### src/rtl/mux_arb_pkg.sv
// mux_arb_pkg: shared types and helpers for the round-robin mux arbiter.
//   arb_state_e : packet-lock FSM states (ARB = free arbitration, LOCK = held
//                 on one requester until its last beat)
//   id_w(n)     : width of a requester index for n requesters
package mux_arb_pkg;

  typedef enum logic {
    ARB  = 1'b0,
    LOCK = 1'b1
  } arb_state_e;

  // Index width; clamps to 1 so a degenerate n still yields a legal vector.
  function automatic int id_w(input int n);
    return (n < 2) ? 1 : $clog2(n);
  endfunction

endpackage

### src/rtl/rr_priority_pick.sv
// rr_priority_pick: combinational rotating-priority picker.
//   req          in  N    request vector
//   ptr          in  IDW  highest-priority index for this pick
//   grant_onehot out N    one-hot winner, zero when no request
//   grant_id     out IDW  winner index, zero when no request
//   any          out 1    at least one request present
// Scan order is ptr, ptr+1, ... wrapping N-1 -> 0; the first set bit wins.
module rr_priority_pick #(
  parameter int N   = 4,
  parameter int IDW = 2
) (
  input  logic [N-1:0]   req,
  input  logic [IDW-1:0] ptr,
  output logic [N-1:0]   grant_onehot,
  output logic [IDW-1:0] grant_id,
  output logic           any
);

  always_comb begin
    int             idx;
    logic [IDW-1:0] sel;
    grant_onehot = '0;
    grant_id     = '0;
    any          = 1'b0;
    idx          = 0;
    sel          = '0;
    for (int k = 0; k < N; k++) begin
      // Modular wrap without a divider: ptr < N and k < N, so one subtract suffices.
      idx = int'(ptr) + k;
      if (idx >= N) idx = idx - N;
      sel = IDW'(idx);
      if (!any && req[sel]) begin
        any               = 1'b1;
        grant_id          = sel;
        grant_onehot[sel] = 1'b1;
      end
    end
  end

endmodule

### src/rtl/mux_rr_arbiter.sv
// mux_rr_arbiter: N_REQ valid/ready producers share one registered output
// channel. A round-robin picker chooses the winner, its data goes through an
// N:1 mux into a one-entry output register.
//   clk, rst     clock / asynchronous active-high reset
//   req_valid    per-requester valid
//   req_data     per-requester data, packed [N_REQ-1:0][W-1:0]
//   req_last     per-requester end-of-packet (only with ARB_PACKET_LOCK_EN)
//   req_ready    per-requester ready, one-hot or zero
//   out_valid    output register holds data
//   out_data     data of last winner
//   out_id       index of the requester that produced out_data
//   out_ready    downstream takes out_data this cycle
// Build option: define ARB_PACKET_LOCK_EN to hold the grant on a requester
// from the first beat of a packet through its req_last beat. Without it the
// FSM never leaves ARB and every beat re-arbitrates.
module mux_rr_arbiter
  import mux_arb_pkg::*;
#(
  parameter  int N_REQ = 4,
  parameter  int W     = 8,
  localparam int IDW   = id_w(N_REQ)
) (
  input  logic                      clk,
  input  logic                      rst,
  input  logic [N_REQ-1:0]          req_valid,
  input  logic [N_REQ-1:0][W-1:0]   req_data,
`ifdef ARB_PACKET_LOCK_EN
  input  logic [N_REQ-1:0]          req_last,
`endif
  output logic [N_REQ-1:0]          req_ready,
  output logic                      out_valid,
  output logic [W-1:0]              out_data,
  output logic [IDW-1:0]            out_id,
  input  logic                      out_ready
);

  typedef logic [W-1:0] data_t;

  logic [IDW-1:0]   rr_ptr;
  logic [IDW-1:0]   lock_id;
  logic [IDW-1:0]   pick_ptr;
  logic [IDW-1:0]   grant_id;
  logic [N_REQ-1:0] req_eff;
  logic [N_REQ-1:0] grant_onehot;
  logic [N_REQ-1:0] last;
  logic             any;
  logic             load_en;
  logic             xfer;
  data_t            sel_data;
  arb_state_e       state, state_nxt;

  // Without packet lock every beat is treated as a packet end, so the FSM
  // stays in ARB and the pointer advances on every transfer.
`ifdef ARB_PACKET_LOCK_EN
  assign last = req_last;
`else
  assign last = '1;
`endif

  // ---------------- lock FSM: state register ----------------
  always_ff @(posedge clk or posedge rst) begin
    if (rst) begin
      state   <= ARB;
      lock_id <= '0;
    end else begin
      state <= state_nxt;
      // Recording on every ARB transfer is harmless: lock_id only matters
      // once the FSM has moved to LOCK on that same transfer.
      if (state == ARB && xfer) lock_id <= grant_id;
    end
  end

  // ---------------- lock FSM: next state ----------------
  always_comb begin
    state_nxt = state;
    case (state)
      ARB:     if (xfer && !last[grant_id]) state_nxt = LOCK;
      LOCK:    if (xfer &&  last[grant_id]) state_nxt = ARB;
      default: state_nxt = ARB;
    endcase
  end

  // ---------------- lock FSM: outputs ----------------
  // In LOCK only the held requester is visible to the picker.
  always_comb begin
    req_eff  = req_valid;
    pick_ptr = rr_ptr;
    if (state == LOCK) begin
      req_eff          = '0;
      req_eff[lock_id] = req_valid[lock_id];
      pick_ptr         = lock_id;
    end
  end

  rr_priority_pick #(
    .N   (N_REQ),
    .IDW (IDW)
  ) u_pick (
    .req          (req_eff),
    .ptr          (pick_ptr),
    .grant_onehot (grant_onehot),
    .grant_id     (grant_id),
    .any          (any)
  );

  // Output stage can take a beat when empty or draining this cycle.
  assign load_en   = !out_valid || out_ready;
  assign req_ready = load_en ? grant_onehot : '0;
  assign xfer      = load_en && any;
  assign sel_data  = req_data[grant_id];

  // Pointer moves past the winner only at a packet boundary.
  always_ff @(posedge clk or posedge rst) begin
    if (rst) begin
      rr_ptr <= '0;
    end else if (xfer && last[grant_id]) begin
      rr_ptr <= (grant_id == IDW'(N_REQ - 1)) ? '0 : grant_id + 1'b1;
    end
  end

  // One-entry output register; data/id held while stalled or empty.
  always_ff @(posedge clk or posedge rst) begin
    if (rst) begin
      out_valid <= 1'b0;
      out_data  <= '0;
      out_id    <= '0;
    end else if (load_en) begin
      out_valid <= any;
      if (any) begin
        out_data <= sel_data;
        out_id   <= grant_id;
      end
    end
  end

endmodule

### config.mk
export PLATFORM = sky130hd
export DESIGN_NAME = mux_rr_arbiter
export DESIGN_NICKNAME = d
export VERILOG_FILES = /design/src/rtl/mux_arb_pkg.sv /design/src/rtl/rr_priority_pick.sv /design/src/rtl/mux_rr_arbiter.sv
export SDC_FILE = /design/constraint.sdc
export NUM_CORES = 1
export LEC_CHECK = 0
export CORE_ASPECT_RATIO = 0.9
export CORE_MARGIN = 2
export CORE_UTILIZATION = 41
export DETAILED_ROUTE_END_ITERATION = 8
export GPL_ROUTABILITY_DRIVEN = 1
export GPL_TIMING_DRIVEN = 0
export PLACE_DENSITY_LB_ADDON = 0.25
export SLEW_MARGIN = 20
export SYNTH_ARGS = -nofsm -noshare
export SYNTH_HDL_FRONTEND = slang
export SYNTH_SLANG_ARGS = --single-unit
### constraint.sdc
create_clock -name clk -period 3.8 [get_ports clk]
set_clock_uncertainty 0.15 [all_clocks]
set_input_delay 0.76 -clock clk [delete_from_list [all_inputs] [get_ports clk]]
set_output_delay 0.76 -clock clk [all_outputs]
set_load 0.02 [all_outputs]
==> run_results.csv <==
group,metric,value,unit
yosys,yosysTopAreaCellShare,25.3,%
worst_setup_path,cp.required,2890,ps
drt,wl,4570,um
clock_network,clock_path_buffers,2,
yosys,ys_seq_elements,16,
yosys,synthTopCellsByArea,"dfrtp_1 25%, mux2i_1 13%, o221ai_2 7.6%",
timing,slew_violations,0,
place,dpl_worst_slack,-886,ps
yosys,synth.distinct_cells,45,
timing,setup_violations,0,
timing,fin_crit_sh,97.5,%
floorplanning,start_util,42.7,%
yosys,synth_nets,218,
floorplanning,die_w,69.5,um
global_routing,antenna_found_initial,0,
cells_and_area,antenna_cells,0,
power_and_ir_drop,power.total,2.09,mW
worst_setup_path,crit_path_start_kind,"flop",
yosys,synth-main-ff-cell,"dfrtp_1",
place,dp_hpwl,3120,um
global_routing,grt_overflow,0,
clock_network,root_buffer,"clkbuf_8",
cells_and_area,final_core_util,66.5,%
floorplanning,die_area,4370,sq um
clock_network,path_clk_slew,60,ps
drt,viasPerCell,5.65,
yosys,synth_area_per_cell,9.26,sq um
min_path,hold_depth,2,
global_routing,grt_pass1_wl,7460,um
cells_and_area,final_cell_area,2460,sq um
timing,setup_tns,0,ps
yosys,synth_common_cells,"21 x mux2i_1, 21 x nand2_1, 16 x dfrtp_1, 12 x nor2_1, 10 x a21oi_1",
job,cap_violations,0,
cells_and_area,synthToLayoutAreaGrowth,55.7,%
power_and_ir_drop,power_density,847,nW/um^2
cells_and_area,drive_gt1_share,27.7,%
timing,layout_setup_ws,95.7,ps
clock_network,cts.sinks,16,
floorplanning,ioPinCount,54,
drt,wl_per_cell,16.1,um
drt,drtIter0Drc,65,
yosys,syn-instance-count,171,
drt,dr.pass1.iters,4,
worst_setup_path,r2r_slack,510,ps
timing,relSlewSlack,57.4,%
floorplanning,fp.dieH,62.9,um
min_path,hold_end,"out_data[7]",
cells_and_area,fin_nets,287,
yosys,synth_edf_count,0,
power_and_ir_drop,power.leakage,1.03,nW
timing,min_period,3700,ps
timing,worst_slew_pin_slew,637,ps
timing,hold_slack,337,ps
floorplanning,rows,21,
clock_network,numCtsBuffers,3,
worst_setup_path,crit_arrival,2790,ps
yosys,synth_area,1580,sq um
global_routing,grt_usage,20.9,%
yosys,ys_seq_area_share,25.3,%
global_routing,grt_pass1_vias,1534,
clock_network,tritoncts,"done",
yosys,yosys.area.top_type,"dfrtp_1",
min_path,min_from,"out_data[7]",
outcome,outcome,"complete, no violations",
min_path,hold_class,"flop to flop",
timing,hold_viol,0,
place,gp_congestion,0.832,
worst_setup_path,reg2regPathDepth,11,
worst_setup_path,path_max_fanout,7,
clock_network,cts_hold_buf,0,
yosys,async_flop_share,100,%
drt,route.detailed.drc,0,
worst_setup_path,crit_path_end_kind,"primary output",
place,numPortBuffers,53,
cells_and_area,instances_no_fill,284,
worst_setup_path,path_class,"flop to primary output",
floorplanning,core,3700,sq um
timing,max_freq,270,MHz
drt,ant_nets,0,
yosys,ys_warn_count,0,
place,dpl-instance-area,2190,sq um
worst_setup_path,r2r-start,"lock_id[0]",
clock_network,clkLatencyLatePin,250,ps
global_routing,grt_max_degree,17,
power_and_ir_drop,vdd_drop_max,491,uV
clock_network,htree_levels,1,
place,dp_cells,270,
drt,vias,1604,
worst_setup_path,reg2reg_to,"out_data[1]",
## registers in the layout, indices dropped and copies added, names as in the netlist
name       count
state          1
out_id         2
out_data       8
lock_id        2
rr_ptr         2
out_valid      1
## critical path, stage by stage (launching register included)
cell,delay [ps]
dfrtp_1,320
clkbuf_1,370
a21oi_4,150
ha_4,360
mux2_4,340
nor4_4,300
a31o_2,200
a22o_1,150
a22oi_1,70
a21oi_2,140
buf_4,150
## kinds of logic after synthesis
family | count (synthesis) | synth area share [%]
XOR/XNOR | 1 | 0.553
buffers and inverters | 21 | 7.51
AND/OR/NAND/NOR | 50 | 14.9
adder cells (fa/ha/maj) | 8 | 6.32
multiplexers | 29 | 20.6
flip-flops | 16 | 25.3
AO/OA/AOI/OAI | 46 | 24.8
## layout make-up
cell class | count | area (sq um)
buffer | 14 | 135
inverter | 6 | 26.3
sequential | 16 | 402
clock buffer | 3 | 41.3
timing repair buffer | 65 | 613
fill | 313 | 1240
multi-input combinational | 134 | 1190
tap | 46 | 57.6
## cell usage in the layout, fill, tap and decap left out, types with 4 or more instances in the layout
| cell type | n |
|---|---|
| a22o_1 | 4 |
| a21oi_1 | 5 |
| a22oi_1 | 4 |
| mux2i_1 | 18 |
| dfrtp_1 | 15 |
| nor2_1 | 11 |
| clkdlybuf4s50_1 | 48 |
| a21oi_2 | 4 |
| nand2_1 | 21 |
| mux2_2 | 4 |
| buf_4 | 17 |
| buf_6 | 6 |
| ha_1 | 7 |
| inv_1 | 5 |
| o221ai_2 | 8 |
## worst max path at each step
stage / start / to / slack [ps] / cells past startpoint
global placement: state / req_ready[3] / -880 / 12
floorplan: state / req_ready[0] / 20 / 11
finish: lock_id[0] / req_ready[0] / 100 / 10
detailed placement: state / req_ready[2] / -890 / 12
CTS: req_valid[3] / req_ready[0] / 70 / 10
global route: lock_id[0] / req_ready[0] / -20 / 10
## layer usage
| layer | share of wire [%] | wire (um) | up-vias | GRT usage (%) |
|---|---|---|---|---|
| li1 | - | - | 772 | - |
| met1 | 43 | 1970 | 767 | 28.7 |
| met2 | 51 | 2330 | 61 | 33.9 |
| met3 | 5.4 | 246 | 4 | 4.52 |
| met4 | 0.44 | 20 | 0 | 4.41 |
| met5 | 0 | 0 | - | 0 |
## what timing repair did
| item | CTS | global route |
|---|---|---|
| endpoints found under the setup margin | 11 | 4 |
| setup buffers | 3 | 9 |
| pin swaps | 1 | 7 |
| gates resized for setup | 43 | 22 |
| cloned | 0 | 0 |
## power by group
group | internal [mW] | switching [mW]
logic | 0.826 | 0.841
clock network | 0.0703 | 0.0564
registers | 0.248 | 0.0452
Note: power is estimated with default switching activity, not from simulation.
